### src/rtl/tick_sched_pkg.sv
// Shared state encoding, mode constants and helpers for the tick scheduler.
// The enum values are pinned so checkers can decode dbg_state directly.
package tick_sched_pkg;

  localparam logic [1:0] ST_IDLE_ENC  = 2'd0;
  localparam logic [1:0] ST_RUN_ENC   = 2'd1;
  localparam logic [1:0] ST_PAUSE_ENC = 2'd2;
  localparam logic [1:0] ST_DONE_ENC  = 2'd3;

  typedef enum logic [1:0] {
    ST_IDLE  = ST_IDLE_ENC,
    ST_RUN   = ST_RUN_ENC,
    ST_PAUSE = ST_PAUSE_ENC,
    ST_DONE  = ST_DONE_ENC
  } state_e;

  localparam logic MODE_FREE    = 1'b0;
  localparam logic MODE_ONESHOT = 1'b1;

  function automatic logic is_busy(input state_e s);
    return (s == ST_RUN) || (s == ST_PAUSE);
  endfunction

endpackage

### src/rtl/tick_divider.sv
// Divider core: counts enabled cycles, emits a registered tick and toggles
// clkOut every div cycles. No control state of its own beyond the counter.
module tick_divider #(
  parameter int CNT_W = 26
) (
  input  logic             clkIn,
  input  logic             rst,
  input  logic             en,
  input  logic             clr,
  input  logic [CNT_W-1:0] div,
  output logic             tick,
  output logic             clkOut,
  output logic             wrap
);

  logic [CNT_W-1:0] r_cnt;
  logic             r_tick;
  logic             r_clk_out;
  logic [CNT_W-1:0] w_div_m1;

  // A divide value of 0 behaves as 1, so the terminal count never underflows.
  always_comb begin
    w_div_m1 = '0;
    if (div != '0) w_div_m1 = div - CNT_W'(1);
  end

  assign wrap = en && (r_cnt == w_div_m1);

  always_ff @(posedge clkIn or posedge rst) begin
    if (rst) begin
      r_cnt     <= '0;
      r_tick    <= 1'b0;
      r_clk_out <= 1'b0;
    end else if (clr) begin
      r_cnt     <= '0;
      r_tick    <= 1'b0;
      r_clk_out <= 1'b0;
    end else if (en) begin
      if (wrap) begin
        r_cnt     <= '0;
        r_tick    <= 1'b1;
        r_clk_out <= ~r_clk_out;
      end else begin
        r_cnt  <= r_cnt + CNT_W'(1);
        r_tick <= 1'b0;
      end
    end else begin
      r_tick <= 1'b0;
    end
  end

  assign tick   = r_tick;
  assign clkOut = r_clk_out;

endmodule

### src/rtl/tick_sched_ctrl.sv
// Programmable clock-enable scheduler: FSM, configuration registers and the
// one-shot tick counter wrapped around the tick_divider core.
module tick_sched_ctrl
  import tick_sched_pkg::*;
#(
  parameter int          CNT_W       = 26,
  parameter int          TICK_W      = 16,
  parameter int unsigned DEFAULT_DIV = 30000000
) (
  input  logic              clkIn,
  input  logic              rst,
  input  logic              cfg_valid,
  output logic              cfg_ready,
  input  logic [CNT_W-1:0]  cfg_div,
  input  logic              cfg_mode,
  input  logic [TICK_W-1:0] cfg_count,
  input  logic              start,
  input  logic              pause,
  input  logic              stop,
  output logic              tick,
  output logic              clkOut,
  output logic              busy,
  output logic              done,
  output state_e            dbg_state
);

  // cfg handshake: a transfer happens on an edge where cfg_valid && cfg_ready;
  // cfg_ready depends only on state, and a held-off request has no effect.

  state_e            r_state;
  state_e            w_next;
  logic              r_busy;
  logic              r_done;
  logic [CNT_W-1:0]  r_div;
  logic              r_mode;
  logic [TICK_W-1:0] r_count;
  logic [TICK_W-1:0] r_tick_cnt;

  logic              w_launch;
  logic              w_abort;
  logic              w_en;
  logic              w_wrap;
  logic              w_last;
  logic              w_oneshot_tick;
  logic [TICK_W-1:0] w_count_eff;

  assign cfg_ready = (r_state == ST_IDLE) || (r_state == ST_DONE);

  // Counter advances only in RUN and only if neither stop nor pause wins this cycle.
  assign w_en           = (r_state == ST_RUN) && !stop && !pause;
  assign w_count_eff    = (r_count == '0) ? TICK_W'(1) : r_count;
  assign w_last         = (r_tick_cnt == (w_count_eff - TICK_W'(1)));
  assign w_oneshot_tick = w_wrap && (r_mode == MODE_ONESHOT);

  always_comb begin
    w_next   = r_state;
    w_launch = 1'b0;
    w_abort  = 1'b0;
    case (r_state)
      ST_IDLE, ST_DONE: begin
        if (start && !stop && !pause) begin
          w_next   = ST_RUN;
          w_launch = 1'b1;
        end
      end
      ST_RUN: begin
        if (stop) begin
          w_next  = ST_IDLE;
          w_abort = 1'b1;
        end else if (pause) begin
          w_next = ST_PAUSE;
        end else if (w_oneshot_tick && w_last) begin
          w_next = ST_DONE;
        end
      end
      ST_PAUSE: begin
        if (stop) begin
          w_next  = ST_IDLE;
          w_abort = 1'b1;
        end else if (start && !pause) begin
          w_next = ST_RUN;
        end
      end
      default: begin
        w_next  = ST_IDLE;
        w_abort = 1'b1;
      end
    endcase
  end

  always_ff @(posedge clkIn or posedge rst) begin
    if (rst) begin
      r_state <= ST_IDLE;
      r_busy  <= 1'b0;
      r_done  <= 1'b0;
    end else begin
      r_state <= w_next;
      r_busy  <= is_busy(w_next);
      r_done  <= (r_state == ST_RUN) && (w_next == ST_DONE);
    end
  end

  always_ff @(posedge clkIn or posedge rst) begin
    if (rst) begin
      r_div   <= CNT_W'(DEFAULT_DIV);
      r_mode  <= MODE_FREE;
      r_count <= TICK_W'(1);
    end else if (cfg_valid && cfg_ready) begin
      r_div   <= cfg_div;
      r_mode  <= cfg_mode;
      r_count <= cfg_count;
    end
  end

  // Free-run never advances this counter, so it stays at 0 there.
  always_ff @(posedge clkIn or posedge rst) begin
    if (rst) begin
      r_tick_cnt <= '0;
    end else if (w_launch || w_abort) begin
      r_tick_cnt <= '0;
    end else if (w_oneshot_tick) begin
      r_tick_cnt <= r_tick_cnt + TICK_W'(1);
    end
  end

  tick_divider #(
    .CNT_W (CNT_W)
  ) u_div (
    .clkIn  (clkIn),
    .rst    (rst),
    .en     (w_en),
    .clr    (w_launch || w_abort),
    .div    (r_div),
    .tick   (tick),
    .clkOut (clkOut),
    .wrap   (w_wrap)
  );

  assign busy      = r_busy;
  assign done      = r_done;
  assign dbg_state = r_state;

endmodule

### config.mk
export PLATFORM = sky130hd
export DESIGN_NAME = tick_sched_ctrl
export DESIGN_NICKNAME = d
export VERILOG_FILES = /design/src/rtl/tick_sched_pkg.sv /design/src/rtl/tick_divider.sv /design/src/rtl/tick_sched_ctrl.sv
export SDC_FILE = /design/constraint.sdc
export NUM_CORES = 1
export LEC_CHECK = 0
export CORE_UTILIZATION = 45
export CTS_CLUSTER_SIZE = 24
export DETAILED_ROUTE_END_ITERATION = 10
export PLACE_DENSITY_LB_ADDON = 0.2
export SLEW_MARGIN = 5
export SYNTH_ARGS = -nofsm -noshare
export SYNTH_HDL_FRONTEND = slang
export SYNTH_SLANG_ARGS = --single-unit
export TNS_END_PERCENT = 100
### constraint.sdc
create_clock -name clkIn -period 11.9 [get_ports clkIn]
set_input_delay 1.19 -clock clkIn [delete_from_list [all_inputs] [get_ports clkIn]]
set_output_delay 1.19 -clock clkIn [all_outputs]
set_load 0.02 [all_outputs]
Word-level counts from Yosys, hierarchy flattened
Cells that the tools add are included.
{"block": "totals", "output_inout_bits": 7, "reg_bits": 91, "in_bits": 49, "wordCells": 71}
{"block": "classes", "muxes": 24, "add_sub_neg": 4, "bitwise": 1, "reduce_logical": 24, "n_eq_ne": 8}
{"operator": "2-to-1 mux 26 bit", "n": 4}
{"operator": "2-to-1 mux 16 bit", "n": 3}
{"operator": "adder 26 x 1 -> 26 bit, second input constant", "n": 1}
{"operator": "== test 26 bit", "n": 1}
{"operator": "nonzero test 26 bit", "n": 1}
{"operator": "subtractor 26 x 1 -> 26 bit, second input constant", "n": 1}
{"operator": "adder 16 x 1 -> 16 bit, second input constant", "n": 1}
{"operator": "== test 16 bit", "n": 1}
{"operator": "zero test 16 bit", "n": 1}
{"operator": "subtractor 16 x 1 -> 16 bit, second input constant", "n": 1}
{"operator": "2-to-1 mux 2 bit", "n": 6}
{"operator": "logical AND 1 bit", "n": 10}
{"operator": "2-to-1 mux 1 bit", "n": 10}
{"operator": "== test 2 bit, second input constant", "n": 4}
{"operator": "one-hot mux 2 bit (3 select lines)", "n": 1}
{"operator": "nonzero test 2 bit", "n": 3}
{"operator": "== test 2 x 1 -> 1 bit, second input constant", "n": 2}
{"operator": "OR reduction 2 bit", "n": 2}
{"operator": "logical OR 1 bit", "n": 3}
{"operator": "zero test 1 bit", "n": 2}
{"operator": "zero test 2 bit", "n": 1}
{"operator": "AND reduction 2 bit", "n": 1}
{"operator": "NOT 1 bit", "n": 1}

Depth between registers and ports, before layout
{"block": "logic_depth", "word_depth": 12, "mapped_depth": 18, "depth_no_buf": 17}

Cells and area by module
From an unflattened synthesis, not the netlist that was laid out.
{"block": "hier_totals", "cells_unflattened": 671, "area_unflattened_um2": 6259.8}
{"module": "tick_sched_ctrl", "cells_each": 299, "area_per_inst_um2": 3281.9, "seq_area_each_um2": 1590.3, "n_inst": 1}
{"module": "tick_divider", "cells_each": 372, "area_per_inst_um2": 2977.9, "seq_area_each_um2": 700.7, "n_inst": 1}

Worst setup path before layout
No wires, ideal clock.
{"block": "synth_timing", "path_type": "input -> register", "start": "input port stop", "end": "register r_busy (netlist: busy)", "t_arrival_ns": 4.000, "required_ns": 11.774, "path_buffers": 1, "stages": 11, "slack_ns": 7.774, "setup_time_ns": 0.126, "cell_sequence": "nor3_1 a21boi_0 o2111ai_1 a211o_1 a2111oi_2 nand4_1 or3_4 buf_6 or4_4 a21oi_2 ha_1"}
{"block": "synth_between", "elab_chain_cells": 12, "word_cells_on_any_way": 17, "classes_between": "eq/ne: 2; mux: 6; reduce/logical: 9"}
{"item": "start, declared", "line": "tick_sched_ctrl.sv:19", "rtl": "input logic stop,"}
{"item": "zero test 1 bit", "line": "tick_sched_ctrl.sv:50, tick_sched_ctrl.sv:61"}
{"item": "logical AND 1 bit (2 in a row)", "line": "tick_sched_ctrl.sv:50", "rtl": "assign w_en = (r_state == ST_RUN) && !stop && !pause;"}
{"item": "logical AND 1 bit", "line": "tick_divider.sv:27", "rtl": "assign wrap = en && (r_cnt == w_div_m1);"}
{"item": "logical AND 1 bit", "line": "tick_sched_ctrl.sv:53", "rtl": "assign w_oneshot_tick = w_wrap && (r_mode == MODE_ONESHOT);"}
{"item": "logical AND 1 bit", "line": "tick_sched_ctrl.sv:72", "rtl": "end else if (w_oneshot_tick && w_last) begin"}
{"item": "2-to-1 mux 2 bit", "line": "tick_sched_ctrl.sv:72"}
{"item": "2-to-1 mux 2 bit", "line": "tick_sched_ctrl.sv:70", "rtl": "end else if (pause) begin"}
{"item": "2-to-1 mux 2 bit", "line": "tick_sched_ctrl.sv:67", "rtl": "if (stop) begin"}
{"item": "one-hot mux 2 bit (3 select lines) (*)", "line": "tick_sched_ctrl.sv:59", "rtl": "case (r_state)"}
{"item": "via w_next[0]", "line": "tick_sched_ctrl.sv:31", "rtl": "state_e w_next;"}
{"item": "== test 2 x 1 -> 1 bit or == test 2 bit (tied branches)", "line": "tick_sched_pkg.sv:21", "rtl": "return (s == ST_RUN) || (s == ST_PAUSE);"}
{"item": "logical OR 1 bit (*)", "line": "tick_sched_pkg.sv:21"}
{"item": "end signal, assigned", "line": "tick_sched_ctrl.sv:98", "rtl": "r_busy <= is_busy(w_next);"}
{"item": "end, declared", "line": "tick_sched_ctrl.sv:32", "rtl": "logic r_busy;"}
Mark *: on every way through the listed nets, which the timed path passes. The rest lies on a longest branch.
A chain may end at the register's enable or synchronous reset.

Final worst setup path
{"block": "layout_timing", "start": "register r_div[2]", "end": "register r_busy (netlist: busy)"}
{"block": "layout_between", "elab_chain_cells": 12, "word_cells_on_any_way": 14, "classes_between": "add/sub: 1; eq/ne: 3; mux: 5; reduce/logical: 5"}
{"item": "start, declared", "line": "tick_sched_ctrl.sv:34", "rtl": "logic [CNT_W-1:0] r_div;"}
{"item": "start signal, assigned", "line": "tick_sched_ctrl.sv:105", "rtl": "r_div <= CNT_W'(DEFAULT_DIV);"}
{"item": "start signal, assigned", "line": "tick_sched_ctrl.sv:109", "rtl": "r_div <= cfg_div;"}
{"item": "subtractor 26 x 1 -> 26 bit or nonzero test 26 bit (tied branches)", "line": "tick_divider.sv:24", "rtl": "if (div != '0) w_div_m1 = div - CNT_W'(1);"}
{"item": "2-to-1 mux 26 bit (*)", "line": "tick_divider.sv:24"}
{"item": "== test 26 bit (*)", "line": "tick_divider.sv:27"}
{"item": "logical AND 1 bit (*)", "line": "tick_divider.sv:27"}
{"item": "logical AND 1 bit (*)", "line": "tick_sched_ctrl.sv:53"}
{"item": "logical AND 1 bit (*)", "line": "tick_sched_ctrl.sv:72"}
{"item": "2-to-1 mux 2 bit (*)", "line": "tick_sched_ctrl.sv:72"}
{"item": "2-to-1 mux 2 bit (*)", "line": "tick_sched_ctrl.sv:70"}
{"item": "2-to-1 mux 2 bit (*)", "line": "tick_sched_ctrl.sv:67"}
{"item": "one-hot mux 2 bit (3 select lines) (*)", "line": "tick_sched_ctrl.sv:59"}
{"item": "via w_next[0]", "line": "tick_sched_ctrl.sv:31"}
{"item": "== test 2 x 1 -> 1 bit or == test 2 bit (tied branches)", "line": "tick_sched_pkg.sv:21"}
{"item": "logical OR 1 bit (*)", "line": "tick_sched_pkg.sv:21"}
Marks and branches as above.

==> Implementation_results.wiki <==
{| class="wikitable"
! Metric !! Value
|-
| # setup viols final || 0
|-
| Worst path bufs/invs || 0
|-
| Post-Place Cell Area || 6513 sq um
|-
| Clk_lat worst skew || 0.34 ns
|-
| Highest clock frequency the design can meet || 0.1965 GHz
|-
| Number of distinct library cells after synthesis || 66
|-
| Combined area of all synthesized cells || 5871 sq um
|-
| Vertical extent of the die || 116.2 um
|-
| Worst slack at placement || 6.894 ns
|-
| Reg-to-Reg End || busy$_DFF_PP0_
|-
| Vias per Instance || 5.772
|-
| Total number of clock tree sinks || 91
|-
| Share of the core filled with cells || 0.5395
|-
| Number of logic stages on the critical path including buffering || 11
|-
| Cell leakage power || 2.574 nW
|-
| Die W || 116.2 um
|-
| Total I/O pin count || 56
|-
| Endpoint required time on the critical path || 12.12 ns
|-
| Share of post-route cells with drive strength above 1 || 0.1401
|-
| 1st-iter DRT viols || 300
|-
| Final Hold Viols || 0
|-
| Worst-margin pin slew || 1.159 ns
|-
| Final number of max-transition violations || 0
|-
| Worst IR drop on VDD || 120.5 uV
|-
| Worst-case clock buffer depth || 2
|-
| Reg2Reg Depth || 11
|-
| Post-synth EDFFs || 0
|-
| Synthesized flop and latch total || 91
|-
| Initial antenna violation count || 0
|-
| Kind of cell adding the most delay to the critical path || simple AND/OR/NAND/NOR gates
|-
| Critical path type || reg2reg
|-
| Count of vias placed by the detailed router || 4,906
|-
| Headroom to the max-slew limit || 0.2211
|-
| Last element of the critical path || busy$_DFF_PP0_
|-
| Fin Setup TNS || 0 ns
|-
| Post-CTS resize count || 0
|-
| Core ar. || 12,670 sq um
|-
| Initial Utilization || 0.4633
|-
| Worst-path cell with the longest stage delay || nor3_1
|-
| Most common cell after layout, fill and taps aside || dfrtp_1
|-
| Worst clock skew || 0.006856 ns
|-
| Run status || finished, final reports clean
|-
| Minimum setup slack among reg-to-reg paths || 6.81 ns
|-
| Most used DFF post-synth || dfrtp_1
|-
| CP max FO || 31
|-
| Worst setup slack after layout || 6.811 ns
|-
| Worst-path clk slew || 0.07 ns
|-
| Average wire per standard cell || 16.65 um
|-
| Cells traversed along the worst timing path || nor4_1 -> nand2_1 -> nor3_1 -> nor3_1 -> a211o_1 -> a211oi_1 -> nand4_1 -> or3_4 -> or4_4 -> a21oi_2 -> ha_1
|-
| CP peak stage delay || 1.01 ns
|-
| Worst min-delay path class || reg2reg
|-
| Remaining global-route overflow || 0
|-
| Synth Instances || 640
|-
| Layout-stage area growth over the synthesis result || 16.45%
|-
| H-tree lvl count || 3
|-
| Arrival time at the worst endpoint || 5.31 ns
|-
| TritonCTS clock tree || built
|-
| Detailed-route wire length || 14,150 um
|-
| Worst reg2reg startpoint || r_div[2]$_DFFE_PP0P_
|-
| Final Non-Filler Cells || 850
|-
| Proportion of synthesized flip-flops having asynchronous set or reset || 1.000
|-
| Hold buffer count at cts || 0
|-
| Count of antenna diodes in the layout || 0
|-
| Critical path startpoint || r_div[2]$_DFFE_PP0P_
|-
| # nets final || 729
|-
| Count of buffers added by post-CTS timing repair for setup || 0
|-
| Fin crit share || 0.4276
|-
| Synthesized area per cell || 9.173 sq um
|-
| Setup repair after global routing missed its margin || no
|-
| Floorplan row count || 41
|-
| Fin crit period || 5.089 ns
|-
| Most repeated library cell on the critical path || nor3_1
|-
| Area enclosed by the die boundary || 13,510 sq um
|-
| Number of warning messages in the yosys log || 0
|-
| Clock buffer count from CTS || 9
|-
| Pre-Repair DR Iteration Count || 5
|-
| Global-route usage over all layers || 0.2248
|-
| Port bufs || 55
|-
| Sequential-to-total area share from yosys stat || 0.3902
|-
| Total power density per cell area || 196.5 nW/um^2
|-
| Nets in the synthesized netlist || 696
|-
| Gp weighted congestion || 0.8829
|-
| Critical path endpoint category || register
|-
| Commonest cells after routing, fill and taps aside || dfrtp_1, nor2_1, clkdlybuf4s50_1
|-
| First-pass GRT wire length || 23,430 um
|-
| Finished layout cell area || 6837 sq um
|-
| Worst Setup Start Kind || register
|-
| DRC Markers || 0
|-
| Maxcap violations || 0
|-
| Maximum number of pins on one net before global-route repair || 53
|-
| Count of antenna-violating nets left after detailed routing || 0
|-
| Via count of the first global-routing pass || 4,714
|-
| Dpl cells || 834
|-
| Hpwl dp || 10,640 um
|-
| Clock tree root driver cell || clkbuf_16
|}
-- worst reg2reg max path, delay by kind of cell, from the launching register on --
kind	cells	cell delay, ns
DFF	1	0.44
adders and majority gates	1	0.24
AOI/OAI and AO/OA	3	0.67
and+or+nand+nor	7	3.62
-- how the worst min path moves through the flow --
| stage | cells past startpoint | slack, ns | from | endpoint |
|---|---|---|---|---|
| 6_report | 1 | 0.52 | r_mode$_DFFE_PP0P_ | r_mode$_DFFE_PP0P_ |
| 5_1_grt | 1 | 0.54 | r_mode$_DFFE_PP0P_ | r_mode$_DFFE_PP0P_ |
| 4_1_cts | 1 | 0.52 | r_mode$_DFFE_PP0P_ | r_mode$_DFFE_PP0P_ |
| 3_5_place_dp | 1 | 0.50 | r_mode$_DFFE_PP0P_ | r_mode$_DFFE_PP0P_ |
| 3_3_place_gp | 1 | 0.49 | r_mode$_DFFE_PP0P_ | r_mode$_DFFE_PP0P_ |
| 2_1_floorplan | 1 | 0.48 | r_mode$_DFFE_PP0P_ | r_mode$_DFFE_PP0P_ |
-- where the power goes --
| part | internal [mW] | switching [mW] | total, mW |
|---|---|---|---|
| Combinational | 0.247 | 0.239 | 0.486 |
| Clock | 0.187 | 0.123 | 0.310 |
| Sequential | 0.406 | 0.141 | 0.548 |
| Total | 0.840 | 0.503 | 1.34 |
-- cells by family (layout without fill, tap and decap cells) --
family	count (synthesis)	after routing	share of synthesized area
AOI/OAI and AO/OA	106	106	0.1208
adders and majority gates	7	7	0.01492
muxes	47	47	0.08973
and+or+nand+nor	259	259	0.2355
xor gates and xnor gates	74	74	0.1104
buffers and inverters	56	94	0.03836
DFF	91	91	0.3902
-- layer usage --
metal  up-vias  routed length [um]  share of wire  track usage
li1       2365                   -              -            -
met1      2405                6589           0.47       0.3044
met2       115                6721           0.47       0.3684
met3        21                 593          0.042      0.03425
met4         0                 248          0.018      0.07436
met5         -                   0              0            0
-- area by class of cell --
cell class / instances / area (sq um)
multi-input cells: 493 / 3357
well taps: 172 / 215.2
fillers: 1181 / 5834
inverters: 20 / 76.32
repair buffers: 58 / 573.1
clock inverters: 6 / 95.09
clock buffers: 10 / 229.0
flip-flops and latches: 91 / 2291
-- registers in the layout (all words and copies together), names as in the netlist --
| name | count |
|---|---|
| r_div | 26 |
| u_div.r_cnt | 26 |
| r_count | 16 |
| r_tick_cnt | 16 |
| dbg_state | 2 |
| busy | 1 |
| done | 1 |
| r_mode | 1 |
| u_div.clkOut | 1 |
| u_div.tick | 1 |
-- Yosys cell counts, types with 3 or more instances --
cell       instances  area (sq um)
inv_1             20         75.07
a21oi_1           26         130.1
nand2b_1           8         50.05
nand2_1           38         142.6
dfrtp_1           80          2002
o2111ai_1          3         26.28
nor3_1            20         100.1
nor4_1            20         125.1
o211ai_1           4         30.03
o31ai_1            7         52.55
or3_1             24         150.1
or2_2              9         56.30
a211o_1            3         26.28
nand4_1           11         68.82
and3_1            11         68.82
clkbuf_1          25         93.84
buf_1              4         15.01
o32ai_1            4         35.03
nor2_1            63         236.5
xnor2_1           41         359.1
nor3b_1            4         30.03
a211oi_1           3         22.52
dfstp_2           11         289.0
mux2_2            45         506.7
ha_1               7         87.58
or4_1             12         90.09
buf_2              5         25.02
xor2_1            33         289.0
and2_1             3         18.77
o21ai_0           27         135.1
nand3_1           19         95.09
-- per-stage QoR --
| step | power (mW) | hold WS (ns) |
|---|---|---|
| global placement | 1.022 | 0.4923 |
| finish | 1.343 | 0.5161 |
| detailed placement | 1.036 | 0.5014 |
| global route | 1.434 | 0.5442 |
| CTS | 1.350 | 0.5171 |
| floorplan | 0.8914 | 0.4794 |
No activity file was read; power rests on OpenSTA's default activity.
